File: src/rtl/snl_pkg.sv
// snl_pkg: shared state encoding, board geometry and snake/ladder table for the turn scheduler.
package snl_pkg;
  typedef enum logic [2:0] {WAIT, ADD, JUMP, CHECK, WIN} state_t;
  localparam int POS_W = 7;
  localparam int LAST_SQ_DEFAULT = 99;
  localparam int NUM_JUMPS = 6;
  // Entry 0 is the rightmost element; ladders first, then snakes.
  localparam logic [NUM_JUMPS-1:0][POS_W-1:0] JUMP_SRC = {7'd98, 7'd62, 7'd46, 7'd27, 7'd8, 7'd3};
  localparam logic [NUM_JUMPS-1:0][POS_W-1:0] JUMP_DST = {7'd40, 7'd24, 7'd18, 7'd55, 7'd30, 7'd21};
endpackage

File: src/rtl/turn_scheduler_if.sv
// turn_scheduler_if: dice-generator/game-side bus of the turn scheduler; the scheduler uses the slave modport.
interface turn_scheduler_if import snl_pkg::*; #(parameter int NUM_PLAYERS = 2);
  logic roll_req;
  logic [3:0] dice_value;
  logic dice_clear_n;
  logic [1:0] cur_player;
  logic [POS_W*NUM_PLAYERS-1:0] positions;
  logic [2:0] last_roll;
  logic turn_done;
  logic [3:0] winner;
  modport master(output roll_req, dice_value,
                 input dice_clear_n, cur_player, positions, last_roll, turn_done, winner);
  modport slave(input roll_req, dice_value,
                output dice_clear_n, cur_player, positions, last_roll, turn_done, winner);
endinterface

File: src/rtl/board_jump_rom.sv
// board_jump_rom: maps a square to its snake/ladder destination; squares without an entry map to themselves.
module board_jump_rom import snl_pkg::*; (
  input  logic [POS_W-1:0] sq,
  output logic [POS_W-1:0] dst
);
  always_comb begin
    dst = sq;
    for (int i = 0; i < NUM_JUMPS; i++) dst = (sq == JUMP_SRC[i]) ? JUMP_DST[i] : dst;
  end
endmodule

File: src/rtl/turn_scheduler.sv
// turn_scheduler: round-robin snakes-and-ladders turn FSM (WAIT/ADD/JUMP/CHECK/WIN).
// Define EXTRA_TURN_ON_SIX_EN to let a player who rolls a 6 roll again.
module turn_scheduler import snl_pkg::*; #(
  parameter int NUM_PLAYERS = 2,
  parameter int LAST_SQ = LAST_SQ_DEFAULT
) (
  input logic clock,
  input logic reset,
  turn_scheduler_if.slave bus
);
  localparam logic [POS_W-1:0] LAST = POS_W'(LAST_SQ);
  state_t state, state_nx;
  logic pending, legal, accept, hold;
  logic [NUM_PLAYERS-1:0][POS_W-1:0] pos;
  logic [POS_W-1:0] cur_pos, jump_pos;
  logic [POS_W:0] sum;
  logic [1:0] cur_player, next_player;
  logic [2:0] last_roll;
  logic turn_done;
  logic [3:0] winner;
  board_jump_rom rom (.sq(cur_pos), .dst(jump_pos));
  assign legal = bus.dice_value inside {[4'd1:4'd6]};
  // A glitched sample keeps the request alive so the next legal value is taken without a new pulse.
  assign accept = state == WAIT && (bus.roll_req || pending) && legal;
  assign sum = {1'b0, cur_pos} + {5'b0, last_roll};
  assign next_player = (cur_player == 2'(NUM_PLAYERS - 1)) ? 2'd0 : cur_player + 2'd1;
`ifdef EXTRA_TURN_ON_SIX_EN
  assign hold = last_roll == 3'd6;
`else
  assign hold = 1'b0;
`endif
  always_comb begin
    cur_pos = '0;
    for (int i = 0; i < NUM_PLAYERS; i++) cur_pos = (cur_player == 2'(i)) ? pos[i] : cur_pos;
  end
  always_comb begin
    state_nx = state;
    state_nx = state == WAIT  ? (accept ? ADD : WAIT) :
               state == ADD   ? JUMP :
               state == JUMP  ? CHECK :
               state == CHECK ? (cur_pos == LAST ? WIN : WAIT) : WIN;
  end
  always_ff @(posedge clock) begin
    if (reset) begin
      state <= WAIT;
      pending <= 1'b0;
      pos <= '0;
      cur_player <= 2'd0;
      last_roll <= 3'd0;
      turn_done <= 1'b0;
      winner <= 4'd0;
    end else begin
      state <= state_nx;
      turn_done <= state == CHECK;
      if (state == WAIT) pending <= (pending || bus.roll_req) && !legal;
      if (accept) last_roll <= bus.dice_value[2:0];
      for (int i = 0; i < NUM_PLAYERS; i++) begin
        if (cur_player == 2'(i) && state == ADD && sum <= {1'b0, LAST}) pos[i] <= sum[POS_W-1:0];
        if (cur_player == 2'(i) && state == JUMP) pos[i] <= jump_pos;
      end
      if (state == CHECK && cur_pos == LAST) winner <= 4'b1 << cur_player;
      if (state == CHECK && cur_pos != LAST && !hold) cur_player <= next_player;
    end
  end
  assign bus.dice_clear_n = !(reset || state == WIN);
  assign bus.cur_player = cur_player;
  assign bus.positions = pos;
  assign bus.last_roll = last_roll;
  assign bus.turn_done = turn_done;
  assign bus.winner = winner;
endmodule

File: src/flat_wrapper.sv
// flat-port wrapper written by rule: the top's interface ports become plain ports
module turn_scheduler_flat import snl_pkg::*;
#(
  parameter int NUM_PLAYERS = 2,
  parameter int LAST_SQ = LAST_SQ_DEFAULT
)
  (clock, reset, bus_roll_req, bus_dice_value, bus_dice_clear_n, bus_cur_player, bus_positions, bus_last_roll, bus_turn_done, bus_winner);
  turn_scheduler_if #(.NUM_PLAYERS(NUM_PLAYERS)) bus_i ();
  input logic clock;
  input logic reset;
  input wire logic [$bits(bus_i.roll_req)-1:0] bus_roll_req;
  input wire logic [$bits(bus_i.dice_value)-1:0] bus_dice_value;
  output wire logic [$bits(bus_i.dice_clear_n)-1:0] bus_dice_clear_n;
  output wire logic [$bits(bus_i.cur_player)-1:0] bus_cur_player;
  output wire logic [$bits(bus_i.positions)-1:0] bus_positions;
  output wire logic [$bits(bus_i.last_roll)-1:0] bus_last_roll;
  output wire logic [$bits(bus_i.turn_done)-1:0] bus_turn_done;
  output wire logic [$bits(bus_i.winner)-1:0] bus_winner;
  assign bus_i.roll_req = bus_roll_req;
  assign bus_i.dice_value = bus_dice_value;
  assign bus_dice_clear_n = bus_i.dice_clear_n;
  assign bus_cur_player = bus_i.cur_player;
  assign bus_positions = bus_i.positions;
  assign bus_last_roll = bus_i.last_roll;
  assign bus_turn_done = bus_i.turn_done;
  assign bus_winner = bus_i.winner;
  turn_scheduler #(.NUM_PLAYERS(NUM_PLAYERS), .LAST_SQ(LAST_SQ)) u_core (.clock(clock), .reset(reset), .bus(bus_i));
endmodule
File: config.mk
export PLATFORM = sky130hd
export DESIGN_NAME = turn_scheduler_flat
export DESIGN_NICKNAME = d
export VERILOG_FILES = /design/src/rtl/snl_pkg.sv /design/src/rtl/turn_scheduler_if.sv /design/src/rtl/board_jump_rom.sv /design/src/rtl/turn_scheduler.sv /design/src/flat_wrapper.sv
export SDC_FILE = /design/constraint.sdc
export NUM_CORES = 1
export LEC_CHECK = 0
export BUFFER_PORTS_ARGS = -buffer_cell sky130_fd_sc_hd__buf_2
export CAP_MARGIN = 10
export CORE_UTILIZATION = 40
export CTS_BUF_LIST = sky130_fd_sc_hd__clkbuf_4
export DETAILED_ROUTE_END_ITERATION = 7
export PLACE_DENSITY_LB_ADDON = 0.15
export REMOVE_ABC_BUFFERS = 1
export SLEW_MARGIN = 30
export SYNTH_ARGS = -nofsm -noshare
export SYNTH_HDL_FRONTEND = slang
export SYNTH_HIERARCHICAL = 1
export SYNTH_SLANG_ARGS = --single-unit
File: constraint.sdc
create_clock -name clock -period 3.4 [get_ports clock]
set_input_delay 0.85 -clock clock [delete_from_list [all_inputs] [get_ports clock]]
set_output_delay 0.85 -clock clock [all_outputs]
set_load 0.05 [all_outputs]
==> impl_metrics.csv <==
group,metric,value,unit
clock_network,cts_htree_levels,1,
synth,synth_area_per_cell,8.17,um^2
clock_network,cts_sinks,28,
clock_network,tritoncts,"done",
power_and_ir_drop,power_frac_seq,0.405,
run,max_cap_viol_count,0,
synth,ys.flop_type,"dfxtp_1",
timing,worstMarginPinSlew,0.729,ns
route,wl_per_cell,16.5,um
power_and_ir_drop,clkPwrFrac,0.252,
power_and_ir_drop,p_comb_frac,0.343,
power_and_ir_drop,cellInternalPower,0.000573,W
route,vias_per_cell,5.87,
min_path,hp-start,"u_core/bus.winner[2]",
floorplanning,io_pins,32,
layout,fin_util,0.479,
floorplanning,coreArea,0.00479,mm^2
route,wl,5640,um
setup_path,worstPathArrival,3.35,ns
global_route,grt_pass1_wl,9170,um
floorplanning,die_height,73.2,um
setup_path,timing.rr.start,"u_core/bus.cur_player[0]",
route,ant_nets,0,
min_path,min_to,"u_core/bus.winner[2]",
synth,synth_area,0.00203,mm^2
timing,clock.fmax,324,MHz
power_and_ir_drop,cellLeakagePower,0.912,nW
clock_network,cts_hold_buf,0,
synth,ys_seq_elements,28,
setup_path,crit_path_max_fanout,13,
global_route,grt_pass1_vias,1836,
synth,synth_cell_types,59,
global_route,grt-ovfl-total,0,
timing,skew,0.00904,ns
synth,ys_async_sr_fraction,0,
timing,slew_headroom,0.513,
layout,fin_nets,287,
layout,diodes,0,
setup_path,end_kind,"flip-flop",
clock_network,root_buffer,"clkbuf_4",
timing,finalHoldViolCount,0,
placed_design,dp_hpwl,4240,um
global_route,grt_start_max_net_pins,36,
setup_path,start_kind,"flip-flop",
synth,syn_inst,248,
power_and_ir_drop,p_sw_frac,0.371,
layout,layout_common_cells,"nor2_1, buf_2, dfxtp_1, nand3_1, o21ai_0",
timing,rsz0062_at_grt,"no",
min_path,hp-class,"flip-flop to flip-flop",
synth,synth_edf_count,0,
placed_design,gp_congestion,0.875,
route,drc_errors,0,
setup_path,r2r_slack,0.31,ns
setup_path,crit_type,"flip-flop to flip-flop",
outcome,status,"complete, no violations",
layout,mostFrequentLayoutCell,"nor2_1",
timing,finalWorstPathRequiredPeriod,3.09,ns
timing,worst_slack,0.310,ns
power_and_ir_drop,peakVddDrop,0.153,mV
min_path,hold_depth,1,
route,firstDrtPassIters,4,
setup_path,worstReg2RegEnd,"u_core/bus.positions[0]",
floorplanning,die-width,73.2,um
layout,drive_above_1_share,0.215,
synth,ys_warn_count,6,
power_and_ir_drop,p_sw,0.000338,W
placed_design,port_buffers,31,
floorplanning,row_count,25,
layout,syn2layout_area_growth,13.0,%
floorplanning,dieArea,0.00536,mm^2
placed_design,place_ws,0.260,ns
clock_network,clockBufferDepth,2,
setup_path,reg2regPathDepth,10,
route,drt_iter0_drc,137,
clock_network,cts_buffers,3,
timing,setup_viol,0,
floorplanning,initial_core_util,0.424,
timing,drv_slew,0,
global_route,grt_util_all_layers,0.224,
clock_network,clock_latency,0.35,ns
timing,period_share,0.909,
route,via_count,2009,
clock_network,path_clk_slew,0.17,ns
global_route,antenna_found_initial,0,
synth,seq_area_frac_synth,0.277,
power_and_ir_drop,powerDensity,398,mW/mm^2
setup_path,crit_required,3.66,ns
cell type report:
type	count	area (um^2)
tap	67	83.8
clock buffer	3	22.5
timing repair buffer	41	230
fill	495	2490
clock inverter	1	30.0
sequential	28	562
inverter	6	22.5
multi-input combinational	196	1340
cell usage after synthesis, types with 2 or more instances:
cell type,number,area (um^2)
nand4bb_1,2,22.5
dfxtp_1,28,561
xnor2_1,2,17.5
a21o_1,2,15.0
nand4_1,2,12.5
buf_2,2,10.0
nand2_1,11,41.3
nand2b_1,2,12.5
buf_6,4,45.0
xor2_1,4,35.0
nor2_1,33,124
nand3_1,16,80.1
a311oi_1,8,70.1
nor3b_1,5,37.5
o21ai_1,3,15.0
o31ai_1,2,15.0
a211oi_1,4,30.0
nor4bb_1,2,20.0
and3_1,2,12.5
a221o_2,2,22.5
nor4_4,2,42.5
o22ai_1,2,12.5
o21ai_0,14,70.1
ha_1,3,37.5
clkbuf_1,10,37.5
and2_1,6,37.5
a21oi_1,7,35.0
nor2b_1,4,25.0
nor3_1,12,60.1
nor4b_1,3,26.3
inv_1,6,22.5
nand3b_1,7,52.6
mux2i_1,10,100
worst max-delay path: stages, from the launching register on:
cell and delay, ns:
dfxtp_2 0.47, buf_4 0.20, mux2i_1 0.30, nor2_1 0.12, ha_1 0.35, nor2b_1 0.17
nor2_1 0.26, xor2_1 0.30, a221o_2 0.37, nand2_1 0.14, a2111oi_2 0.30
state kept, by name, indices dropped and copies added, names as in the netlist:
register / cells
u_core/state: 3
u_core/pending: 1
u_core/bus.turn_done: 1
u_core/bus.positions: 14
u_core/bus.last_roll: 3
u_core/bus.winner: 4
u_core/bus.cur_player: 2
what timing repair did:
| item | in CTS | in global routing |
|---|---|---|
| endpoints found under the setup margin | 0 | 8 |
| setup buffers | 0 | 1 |
| resized for setup | 0 | 1 |
power groups by stage:
stage	Combinational, W	Sequential, W	Clock, W
global route	0.000337	0.000372	0.000252
floorplan	0.000171	0.000420	0
finish	0.000313	0.000369	0.000230
detailed placement	0.000308	0.000376	0
CTS	0.000310	0.000369	0.000236
global placement	0.000309	0.000375	0
worst max-delay path by stage:
stage               slack [ns]                startpoint                       end  cells past startpoint
floorplan                -0.40  u_core/bus.cur_player[0]  u_core/bus.positions[13]                     10
global placement          0.30  u_core/bus.cur_player[0]   u_core/bus.positions[0]                     10
detailed placement        0.26  u_core/bus.cur_player[0]   u_core/bus.positions[0]                     10
CTS                       0.20  u_core/bus.cur_player[0]   u_core/bus.positions[0]                     10
global route              0.01  u_core/bus.cur_player[0]   u_core/bus.positions[0]                     10
finish                    0.31  u_core/bus.cur_player[0]   u_core/bus.positions[0]                     10
metal layers:
| metal | wire length, um | global-route usage | part of all wire | vias up |
|---|---|---|---|---|
| met2 | 2550 | 0.350 | 0.45 | 73 |
| met3 | 335 | 0.0345 | 0.059 | 17 |
| met5 | 0 | 0 | 0 | - |
| met1 | 2580 | 0.300 | 0.46 | 945 |
| met4 | 172 | 0.107 | 0.031 | 0 |
| li1 | - | - | - | 974 |
logic make-up after synthesis:
family          after synthesis  share of synthesized area
compound gates               54                      0.195
xor+xnor                      6                     0.0259
fa+ha+maj                     4                     0.0284
buf+inv                      24                     0.0623
flops                        28                      0.277
mux                          12                     0.0623
simple gates                120                      0.349
per-stage QoR:
stage	hold WS (ns)	setup TNS [ns]	cells	area, um^2	total power, W
6_report	0.484	0	342	2290	0.000911
4_1_cts	0.491	0	341	2280	0.000914
5_1_grt	0.503	0	342	2290	0.000961
3_5_place_dp	0.447	0	337	2230	0.000684
3_3_place_gp	0.439	0	337	2230	0.000684
2_1_floorplan	0.483	-4.66	230	1920	0.000592
Power figures use the tool's default switching activity.
